## src/rtl/instr_fetch.sv

```systemverilog
// Fetch stage: owns the PC, issues in-order word reads to instruction memory,
// buffers returned words together with their PC and hands them to decode one
// at a time. A taken branch redirects the PC and squashes wrong-path words.
//
// Handshake semantics (all three interfaces): a transfer happens on a rising
// edge where valid && ready are both high; valid never depends on ready of the
// same interface, and payload is held stable while valid && !ready.
module instr_fetch #(
  parameter logic [31:0] RESET_PC = 32'h0000_0000,
  parameter int unsigned DEPTH    = 2
) (
  input  logic        clk,
  input  logic        rst,
  output logic        imem_req_valid,
  input  logic        imem_req_ready,
  output logic [31:0] imem_req_addr,
  input  logic        imem_resp_valid,
  input  logic [31:0] imem_resp_data,
  input  logic        redirect_valid,
  input  logic [31:0] redirect_pc,
  output logic        instr_valid,
  input  logic        instr_ready,
  output logic [31:0] instr,
  output logic [31:0] instr_pc
);

  localparam int unsigned PW = (DEPTH > 1) ? $clog2(DEPTH) : 1;
  localparam int unsigned CW = $clog2(DEPTH + 1);
  localparam logic [PW-1:0] LAST = PW'(DEPTH - 1);
  localparam logic [CW-1:0] FULL = CW'(DEPTH);

  // FETCH: normal operation. DRAIN: waiting for wrong-path responses to return.
  typedef enum logic {FETCH, DRAIN} state_t;

  state_t        state_q, state_d;
  logic [31:0]   pc_q;
  logic [CW-1:0] inflight_q, inflight_d;
  logic [CW-1:0] count_q, count_d;
  logic [CW-1:0] drop_q, drop_d;

  // PC of each outstanding request, so returning data can be tagged.
  logic [31:0]   pcq [DEPTH];
  logic [PW-1:0] pcq_wr, pcq_rd;

  // Instruction buffer presented to decode.
  logic [31:0]   buf_pc   [DEPTH];
  logic [31:0]   buf_data [DEPTH];
  logic [PW-1:0] buf_wr, buf_rd;

  logic req_fire, push, pop, has_credit;
  logic unused_redirect_lo;

  assign unused_redirect_lo = ^redirect_pc[1:0];

  function automatic logic [PW-1:0] ptr_inc(input logic [PW-1:0] p);
    return (p == LAST) ? '0 : p + PW'(1);
  endfunction

  // Requests stop once every buffer slot is either filled or promised to an
  // outstanding read, so a response always has somewhere to land.
  assign has_credit     = ({1'b0, inflight_q} + {1'b0, count_q}) < {1'b0, FULL};
  assign imem_req_valid = !rst && (state_q == FETCH) && !redirect_valid && has_credit;
  assign imem_req_addr  = pc_q;
  assign req_fire       = imem_req_valid && imem_req_ready;

  assign instr_valid = !rst && (count_q != '0);
  assign instr       = buf_data[buf_rd];
  assign instr_pc    = buf_pc[buf_rd];
  assign pop         = instr_valid && instr_ready;

  // A response is kept only when nothing is pending to be squashed and no
  // redirect is squashing it this very cycle.
  assign push = imem_resp_valid && (drop_q == '0) && !redirect_valid;

  assign inflight_d = inflight_q + CW'(req_fire) - CW'(imem_resp_valid);
  assign count_d    = redirect_valid ? '0 : (count_q + CW'(push) - CW'(pop));

  // Next-state and squash-count logic; a redirect squashes every word still in flight.
  always_comb begin
    state_d = state_q;
    drop_d  = drop_q;
    if (redirect_valid) begin
      drop_d  = inflight_d;
      state_d = (inflight_d != '0) ? DRAIN : FETCH;
    end else if (imem_resp_valid && (drop_q != '0)) begin
      drop_d = drop_q - CW'(1);
      if (drop_q == CW'(1)) state_d = FETCH;
    end
  end

  // Control state: FSM, PC, counters and queue pointers.
  always_ff @(posedge clk) begin
    if (rst) begin
      state_q    <= FETCH;
      pc_q       <= RESET_PC;
      inflight_q <= '0;
      count_q    <= '0;
      drop_q     <= '0;
      pcq_wr     <= '0;
      pcq_rd     <= '0;
      buf_wr     <= '0;
      buf_rd     <= '0;
    end else begin
      state_q    <= state_d;
      inflight_q <= inflight_d;
      count_q    <= count_d;
      drop_q     <= drop_d;
      if (redirect_valid) pc_q <= {redirect_pc[31:2], 2'b00};
      else if (req_fire)  pc_q <= pc_q + 32'd4;
      if (req_fire)        pcq_wr <= ptr_inc(pcq_wr);
      if (imem_resp_valid) pcq_rd <= ptr_inc(pcq_rd);
      if (redirect_valid) begin
        buf_wr <= '0;
        buf_rd <= '0;
      end else begin
        if (push) buf_wr <= ptr_inc(buf_wr);
        if (pop)  buf_rd <= ptr_inc(buf_rd);
      end
    end
  end

  // Datapath storage: request PCs and buffered words need no reset.
  always_ff @(posedge clk) begin
    if (req_fire) pcq[pcq_wr] <= pc_q;
    if (push) begin
      buf_pc[buf_wr]   <= pcq[pcq_rd];
      buf_data[buf_wr] <= imem_resp_data;
    end
  end

  // The credit scheme must make buffer overflow and orphan responses impossible.
  a_no_overflow: assert property (@(posedge clk) disable iff (rst)
    !(push && !pop && (count_q == FULL)));
  a_no_orphan_resp: assert property (@(posedge clk) disable iff (rst)
    !(imem_resp_valid && (inflight_q == '0)));

endmodule

```

## config.mk

```make
export PLATFORM = sky130hd
export DESIGN_NAME = instr_fetch
export DESIGN_NICKNAME = d
export VERILOG_FILES = /design/src/rtl/instr_fetch.sv
export SDC_FILE = /design/constraint.sdc
export NUM_CORES = 1
export LEC_CHECK = 0
export ABC_AREA = 1
export BUFFER_PORTS_ARGS = -buffer_cell sky130_fd_sc_hd__buf_4
export CAP_MARGIN = 20
export CORE_ASPECT_RATIO = 0.7
export CORE_MARGIN = 2
export CORE_UTILIZATION = 35
export DETAILED_ROUTE_END_ITERATION = 10
export PLACE_DENSITY_LB_ADDON = 0.12
export SLEW_MARGIN = 10
export SYNTH_ARGS = -nofsm -noshare
export SYNTH_HDL_FRONTEND = slang
export SYNTH_SLANG_ARGS = --single-unit
```

## constraint.sdc

```tcl
create_clock -name clk -period 9.9 [get_ports clk]
set_clock_uncertainty 0.15 [all_clocks]
set_input_delay 0.99 -clock clk [delete_from_list [all_inputs] [get_ports clk]]
set_output_delay 0.99 -clock clk [all_outputs]
set_load 0.05 [all_outputs]
```

==> results of run 1 <==
placed cells by master (no fill, tap or decap), drive strengths merged, types with 3 or more instances in the layout:
| cell type | count |
|---|---|
| a21oi | 27 |
| a22oi | 3 |
| a31oi | 5 |
| buf | 167 |
| clkbuf | 36 |
| clkinv | 7 |
| conb | 4 |
| dfxtp | 43 |
| edfxtp | 184 |
| ha | 7 |
| inv | 70 |
| mux2 | 92 |
| nand2 | 124 |
| nand3 | 37 |
| nand4 | 3 |
| nor2 | 63 |
| o21ai | 26 |
| xnor2 | 3 |
| xor2 | 11 |
cells by family after synthesis:
logic type               synth area share, %
AND/OR/NAND/NOR                        11.61
multiplexers                           10.85
other                                0.03929
XOR/XNOR                               1.285
AO/OA/AOI/OAI                          3.579
flip-flops                             66.91
adder cells (fa/ha/maj)                1.127
buffers and inverters                  4.588
per-stage QoR:
step	hold WS [ps]	std cells
floorplan	309.0	738
global placement	341.9	1242
detailed placement	343.7	1242
CTS	359.1	1286
global route	378.0	1287
finish	353.5	1287
critical path, stage by stage:
cell	delay (ps)
buf_4	230
inv_1	430
nand3_1	380
nor2_4	870
buf_4	590
synthesized netlist by cell type (3+ instances only):
library cell,instances
mux2_2,92
edfxtp_1,184
nand3_1,32
nand3_2,5
dfxtp_1,43
buf_4,5
a21oi_1,23
ha_1,7
a22oi_1,3
nor2_2,7
xor2_1,11
xnor2_1,3
buf_2,10
o21ai_0,25
nor2_4,4
nand2_2,3
nand2_4,3
buf_6,4
nand2_1,118
inv_1,67
clkbuf_1,5
a21oi_2,4
nor2_1,50
a31oi_1,5
final timing paths:
check / start / end / slack (ps) / cells after the start
max: redirect_valid / buf_data[1][25] / 6370 / 5
min: buf_rd / buf_rd / 350 / 2
max reg2reg: count_q[0] / pcq[0][8] / 7020 / 7
min reg2reg: buf_rd / buf_rd / 350 / 2
where the power goes:
group          internal (mW)  total (mW)  leakage, nW  switching (mW)
clock                  0.506       0.868        0.374           0.362
combinational         0.0973       0.287         2.04           0.190
sequential              1.08        1.11         2.04          0.0281
total                   1.68        2.26         4.45           0.580
sequential cells by signal (all words and copies together) (netlist names), named ones only:
register and count:
buf_data 64, buf_pc 60, pcq 60, imem_req_addr 30, count_q 2, drop_q 2
inflight_q 2, buf_rd 1, buf_wr 1, pcq_rd 1, pcq_wr 1, state_q 1
final cells by class:
class | count | area [µm²] | share of cell area (%)
sequential | 227 | 6390 | 53.72
multi-input combinational | 415 | 2751 | 23.13
timing repair buffer | 167 | 1266 | 10.65
clock buffer | 36 | 685.7 | 5.765
tap | 364 | 455.4 | 3.829
inverter | 70 | 267.8 | 2.251
clock inverter | 8 | 77.57 | 0.6522
layer usage:
layer | routed length [µm] | global-route usage [%]
met2 | 9459 | 23.56
met3 | 939 | 2.633
met5 | 0 | 0
met1 | 10910 | 22.15
met4 | 459 | 3.599
==> qor.txt, run 1 <==
final setup vio count: 0
TritonCTS clock tree: done
Post-Syn Area: 9544 µm²
maximum vdd drop: 0.1179 mV
Via density: 4.522
Final HPWL DP: 14.16 mm
Worst-Skew Late Latency: 520 ps
antenna violations before repair: 0
total CTS buffers: 24
DIE WIDTH: 201.4 µm
Total GRT Usage: 15.17%
Post-Route WL: 21.76 mm
CTS root buf: clkbuf_16
RSZ-0062 raised after global routing: no
largest net degree at the start of global routing: 63
ratio of cells with drive above 1 in the final layout: 35.97%
Max Freq: 283.6 MHz
H-tree depth: 1
row count: 50
CP required: 9900 ps
Fin. Hold Viols: 0
area leader, netlist: edfxtp_1
max cap viols: 0
routed len/inst: 16.91 µm
setup ws final: 6373 ps
Post-synth EDFFs: 184
Synth Register Bits: 227
vias in the first global route: 5848
Layout Utilization: 44.42%
CP endpoint kind: flop
Primary FF master, synth: edfxtp_1
Synth Instances: 735
global route overflow: 0
Initial DRC Count: 319
ys async rst share: 0%
Post-CTS Setup Inserts: 0
total design power: 2.264 mW
Distinct cells, synth: 40
period utilisation layout: 35.62%
CTS clk-pin slew, worst paths: 60 ps
Nets: 983
port bufs: 161
syn avg cell area: 12.99 µm²
Sink Count: 227
setup_tns: 0 ps
Antenna Cells: 0
worst hold path class: flop to flop
area growth from synthesis to layout: 24.62%
GP Congestion: 0.8291
drt first pass iters: 5
first-pass GRT wire length: 33.53 mm
ANT nets after route: 0
routed vias: 5820
Max Slew Vio Count: 0
Vert. Die Dim: 142.2 µm
relative slew slack: 31.97%
crit path kind: primary input to flop
post-CTS sizing: 0
top area cells in the synthesized netlist: edfxtp_1 58%, mux2_2 11%, dfxtp_1 9.0%
CP Data Arrival Time: 3530 ps
Die Area: 28630 µm²
register area share after synthesis: 66.91%
peak fanout along the critical path: 32
leakage power: 4.450 nW
warnings from Yosys: 0
Period minus WS final: 3527 ps
worst slew pin tran: 1018 ps
pwr dens: 190.3 nW/µm²
hold_buf cts: 0
Clock Tree Buf Depth: 3
Fillers: 2561
status: complete, no violations
Worst setup SP type: primary input
Setup WS pre-CTS: 5694 ps
I/O pin count: 168
DRC viols: 0
fin area: 11890 µm²
post-synth top area share: 57.89%
Initial Util: 35.64%
dpl cell area: 11110 µm²
area of the core: 26780 µm²
No activity file was read; power rests on OpenSTA's default activity.
==> run 2: changes to the inputs <==
==> constraint.sdc (replaced) <==
create_clock -name clk -period 3.1 [get_ports clk]
set_clock_uncertainty 0.15 [all_clocks]
set_input_delay 0.31 -clock clk [delete_from_list [all_inputs] [get_ports clk]]
set_output_delay 0.31 -clock clk [all_outputs]
set_load 0.05 [all_outputs]
==> run 2 against run 1 <==
Net effect:
- first-iteration DRC count fell by 1.6%
- global-route usage rose by 0.46 points
- non-clock buffer count rose by 61
- setup slack got worse by 5900 ps
- design area rose by 4.8%
- count of clock-buffer cells in the layout fell by 6
- final cell count rose by 4.7%
- via count rose by 3.7%
- largest power group unchanged
==> qor.txt, run 2 (synthesis gave the netlist of run 1 again) <==
status: complete, no violations
worst slew pin tran: 543.1 ps
area of the core: 26780 µm²
CTS clk-pin slew, worst paths: 60 ps
Antenna Cells: 0
dpl cell area: 11170 µm²
Crit-path slowest cell: fa_1
Initial Util: 35.64%
DRC viols: 0
commonest non-fill, non-tap cell in the layout: edfxtp_1
commonest non-fill, non-tap cells in the layout: 184 x edfxtp_1, 171 x buf_4, 118 x nand2_1, 92 x mux2_2, 67 x inv_1
Worst setup SP type: flop
met2 wire len: 9.755 mm
Clock Tree Buf Depth: 3
GP Congestion: 0.7963
critical path cell sequence: nand2_1 -> inv_1 -> fa_1 -> nor2_2 -> nand4_4 -> ha_1 -> inv_1 -> ha_1 -> xor2_1 -> xor2_1 -> nand2_1 -> a31oi_1
Largest Register: buf_data
CTS root buf: clkbuf_16
CP endpoint kind: flop
Vert. Die Dim: 142.2 µm
Period minus WS final: 2668 ps
Initial DRC Count: 314
Max Slew Vio Count: 0
peak fanout along the critical path: 8
Final HPWL DP: 14.27 mm
CP required: 3400 ps
CP Data Arrival Time: 2970 ps
Largest regs: buf_data: 64 flops, buf_pc: 60 flops, pcq: 60 flops
total design power: 7.191 mW
crit-path max cell delay: 420 ps
period utilisation layout: 86.08%
crit path kind: flop to flop
Crit path buffers/inverters: 2
Fin. Hold Viols: 0
Sink Count: 227
TritonCTS clock tree: done
routed vias: 6037
Setup WS pre-CTS: 443.9 ps
vias in the first global route: 6018
max reg flops: 64
final setup vio count: 0
Max Freq: 374.8 MHz
Routed met1 length: 11.21 mm
maximum vdd drop: 0.3257 mV
area growth from synthesis to layout: 30.64%
drt first pass iters: 5
met3 WL: 937 µm
hold_buf cts: 56
Total GRT Usage: 15.62%
leakage power: 4.710 nW
DIE WIDTH: 201.4 µm
Post-CTS Setup Inserts: 0
post-CTS sizing: 0
total CTS buffers: 24
Nets: 1044
ANT nets after route: 0
setup ws final: 431.6 ps
Die Area: 28630 µm²
ratio of cells with drive above 1 in the final layout: 34.69%
I/O pin count: 168
RSZ-0062 raised after global routing: no
routed len/inst: 16.53 µm
top cell family by delay on the critical path: adder cells
relative slew slack: 63.79%
fin area: 12470 µm²
antenna violations before repair: 0
pwr dens: 576.7 nW/µm²
global route overflow: 0
port bufs: 161
max cap viols: 0
H-tree depth: 1
Via density: 4.482
worst hold path class: primary input to flop
largest net degree at the start of global routing: 38
Worst-Skew Late Latency: 530 ps
Highest Signal Layer: met4
row count: 50
first-pass GRT wire length: 34.70 mm
Post-Route WL: 22.27 mm
run 2: layer usage:
layer | vias to the layer above | global-route usage, %
li1 | 3021 | -
met1 | 2850 | 22.73
met5 | - | 0
met3 | 33 | 2.679
met4 | 0 | 3.522
met2 | 133 | 24.48
run 2: path summary, 6_finish.rpt:
| path | startpoint | end | slack, ps | cells after the start |
|---|---|---|---|---|
| setup / recovery | count_q[0] | state_q | 430 | 12 |
| hold / removal | redirect_pc[13] | imem_req_addr[13] | 30 | 5 |
| setup reg to reg | count_q[0] | state_q | 430 | 12 |
| hold reg to reg | buf_rd | flop | 350 | 2 |
run 2: power by group:
part	switching [mW]	internal (mW)	total, mW
sequential	0.0884	3.45	3.54
clock	1.16	1.52	2.68
combinational	0.619	0.356	0.975
run 2: cell type report:
cell class / instances / area, µm²
clock buffers: 30 / 663.1
clock inverters: 13 / 76.32
fillers: 2510 / 14310
inverters: 70 / 267.8
multi-input cells: 415 / 2751
flip-flops and latches: 227 / 6390
well taps: 364 / 455.4
repair buffers: 228 / 1864
run 2: through the flow:
stage | hold WS, ps | util (%) | setup TNS [ps] | instances
final | 31.45 | 46.57 | 0 | 1347
after CTS | 11.48 | 46.57 | 0 | 1347
after detailed placement | 341.1 | 41.71 | 0 | 1248
after global placement | 338.9 | 41.71 | 0 | 1248
after global routing | 36.26 | 46.57 | 0 | 1347
after floorplan | 258.9 | - | -118110 | 738
run 2: worst reg2reg max path, cell delays in order (launching register included):
cell	delay, ps
dfxtp_1	350
nand2_1	60
inv_1	60
fa_1	420
nor2_2	160
nand4_4	240
ha_1	350
inv_1	40
ha_1	180
xor2_1	150
xor2_1	220
nand2_1	100
a31oi_1	130
==> run 3: changes to the inputs <==
--- a/config.mk
+++ b/config.mk
@@ -5,7 +5,6 @@
 export SDC_FILE = /design/constraint.sdc
 export NUM_CORES = 1
 export LEC_CHECK = 0
-export ABC_AREA = 1
 export BUFFER_PORTS_ARGS = -buffer_cell sky130_fd_sc_hd__buf_4
 export CAP_MARGIN = 20
 export CORE_ASPECT_RATIO = 0.7
==> run 3 against run 2 <==
Net effect:
- sequential cell count stayed put
- register-to-register slack worse by 240 ps
- synthesized cell count is 21% lower
- highest routed layer unchanged
==> qor.txt, run 3 <==
commonest non-fill, non-tap cells in the layout: 184 x edfxtp_1, 176 x buf_4, 94 x mux2_2, 60 x dlygate4sd3_1, 42 x dfxtp_1
Largest Register: buf_data
Post-Route WL: 20.98 mm
area of the multi-input gates: 2464 µm²
Switching Share: 23.95%
DRC viols: 0
first-pass GRT wire length: 32.24 mm
H-tree depth: 1
Nets: 896
Layout Cells excl Fill: 1167
peak fanout along the critical path: 27
max cap viols: 0
total design power: 7.415 mW
Crit-path slowest cell: dlygate4sd3_1
DIE WIDTH: 195.7 µm
Post-synth EDFFs: 184
area growth from synthesis to layout: 34.37%
hold depth: 3
Distinct cells, synth: 53
worst hold path class: primary input to flop
GP Congestion: 0.7741
Via density: 4.839
Worst-Skew Late Latency: 510 ps
placed insts: 1062
I/O pin count: 168
drt first pass iters: 5
Antenna Cells: 0
row count: 49
Synth Register Bits: 227
area leader, netlist: edfxtp_1
top area cells in the synthesized netlist: edfxtp_1 61%, mux2_2 12%, dfxtp_1 9.6%
Fillers: 2286
period utilisation layout: 93.98%
critical path cell sequence: and2_1 -> fa_1 -> nor3_1 -> and3_4 -> buf_12 -> nand3_2 -> or3_1 -> nand3_1 -> dlygate4sd3_1
final setup vio count: 0
R2R depth: 9
leakage power: 4.393 nW
ys async rst share: 0%
vias in the first global route: 5686
most frequent cell after synthesis: edfxtp_1
global route overflow: 0
Synth Instances: 579
CP endpoint kind: flop
Sink Count: 227
status: complete, no violations
Clock Tree Buf Depth: 3
Fin. Hold Viols: 0
Max Slew Vio Count: 0
pwr dens: 612.7 nW/µm²
largest net degree at the start of global routing: 43
crit-path max cell delay: 550 ps
ratio of cells with drive above 1 in the final layout: 38.40%
Vert. Die Dim: 138.2 µm
routed vias: 5647
Layout Utilization: 47.45%
port bufs: 161
Max Freq: 343.2 MHz
crit path kind: flop to flop
antenna violations before repair: 0
Final HPWL DP: 13.53 mm
maximum vdd drop: 0.4916 mV
Initial Util: 35.31%
CP required: 3400 ps
internal power: 5.639 mW
Period minus WS final: 2913 ps
ANT nets after route: 0
worst slew pin tran: 923.4 ps
CTS root buf: clkbuf_16
CP Data Arrival Time: 3210 ps
CTS clk-pin slew, worst paths: 60 ps
top cells by count, synth: 184 x edfxtp_1, 94 x mux2_2, 43 x dfxtp_1
commonest non-fill, non-tap cell in the layout: edfxtp_1
Largest regs: buf_data: 64 flops, buf_pc: 60 flops, pcq: 60 flops
register area: 6390 µm²
routed len/inst: 17.98 µm
Comb power frac: 12.1%
RSZ-0062 raised after global routing: no
setup_tns: 0 ps
total CTS buffers: 25
switching power: 1.775 mW
max reg flops: 64
syn avg cell area: 15.55 µm²
post-synth top area share: 61.35%
Total GRT Usage: 15.26%
Clock Power Share: 40.5%
Primary FF master, synth: edfxtp_1
area of the core: 25500 µm²
Die Area: 27050 µm²
relative slew slack: 38.21%
Post-CTS Setup Inserts: 0
Initial DRC Count: 323
Reg power frac: 47.4%
TritonCTS clock tree: done
register area share after synthesis: 70.91%
Worst setup SP type: flop
Post-Syn Area: 9006 µm²
warnings from Yosys: 0
-- run 3: cell types whose count changed after synthesis, sizes merged, moves of 8 or more --
cell | previous run | this run
nand2 | 124 | 26
inv | 69 | 9
nor2 | 63 | 32
o21ai | 26 | 9
nand3 | 37 | 21
clkbuf | 5 | 15
a21oi | 27 | 18
buf | 21 | 13
nand4 | 3 | 11
-- run 3: per-stage QoR --
stage	setup WS (ps)	cell area [µm²]	hold WS [ps]
5_1_grt	8.999	12100	33.39
6_report	186.6	12100	17.94
2_1_floorplan	-899.6	9020	258.9
4_1_cts	112.7	12090	2.013
3_5_place_dp	244.3	10660	347.7
3_3_place_gp	315.6	10660	344.7
-- run 3: layout make-up --
cell class                 instances  area share [%]
inverter                          10          0.3102
sequential                       227           52.80
multi-input combinational        316           20.36
tap                              331           3.422
timing repair buffer             238           16.21
clock buffer                      34           5.614
clock inverter                    11           1.282
-- run 3: cells by family (layout without fill, tap and decap cells) --
group / after synthesis / in the layout / share of synthesized area [%]
DFF: 227 / 227 / 70.91
and+or+nand+nor: 131 / 131 / 7.836
muxes: 94 / 94 / 11.75
AOI/OAI and AO/OA: 62 / 62 / 4.390
buffers and inverters: 39 / 293 / 2.223
xor gates and xnor gates: 17 / 17 / 1.653
adders and majority gates: 8 / 8 / 1.195
other: 1 / 4 / 0.04164
-- run 3: metal layers --
metal	global-route usage (%)	wire [µm]
met1	21.95	9848
met2	24.04	9650
met3	2.952	1082
met4	3.549	401
met5	0	0
-- run 3: power groups by stage --
stage	combinational [mW]	sequential (mW)	clock, mW
after global placement	0.825	3.57	0
after global routing	0.953	3.53	3.21
after detailed placement	0.837	3.58	0
after CTS	0.903	3.52	3.08
after floorplan	0.470	3.65	0
final	0.894	3.52	3.00
-- run 3: worst paths after layout --
kind	from	endpoint	slack (ps)
max	count_q[0]	imem_req_addr[25]	190
min	redirect_pc[15]	imem_req_addr[15]	20
min reg2reg	pcq_rd	flop	350
max reg2reg	count_q[0]	imem_req_addr[25]	190
-- run 3: timing repair --
item / CTS / global route
endpoints found under the hold margin: 91 / 0
hold buffers: 60 / 0
resized for setup: 0 / 2
setup endpoints to repair: 0 / 2
-- run 3: critical path, delay by kind of cell (launching register included) --
kind	cells	cell delay (ps)
and+or+nand+nor	6	1210
buffers and inverters	2	730
adders and majority gates	1	410
DFF	1	350
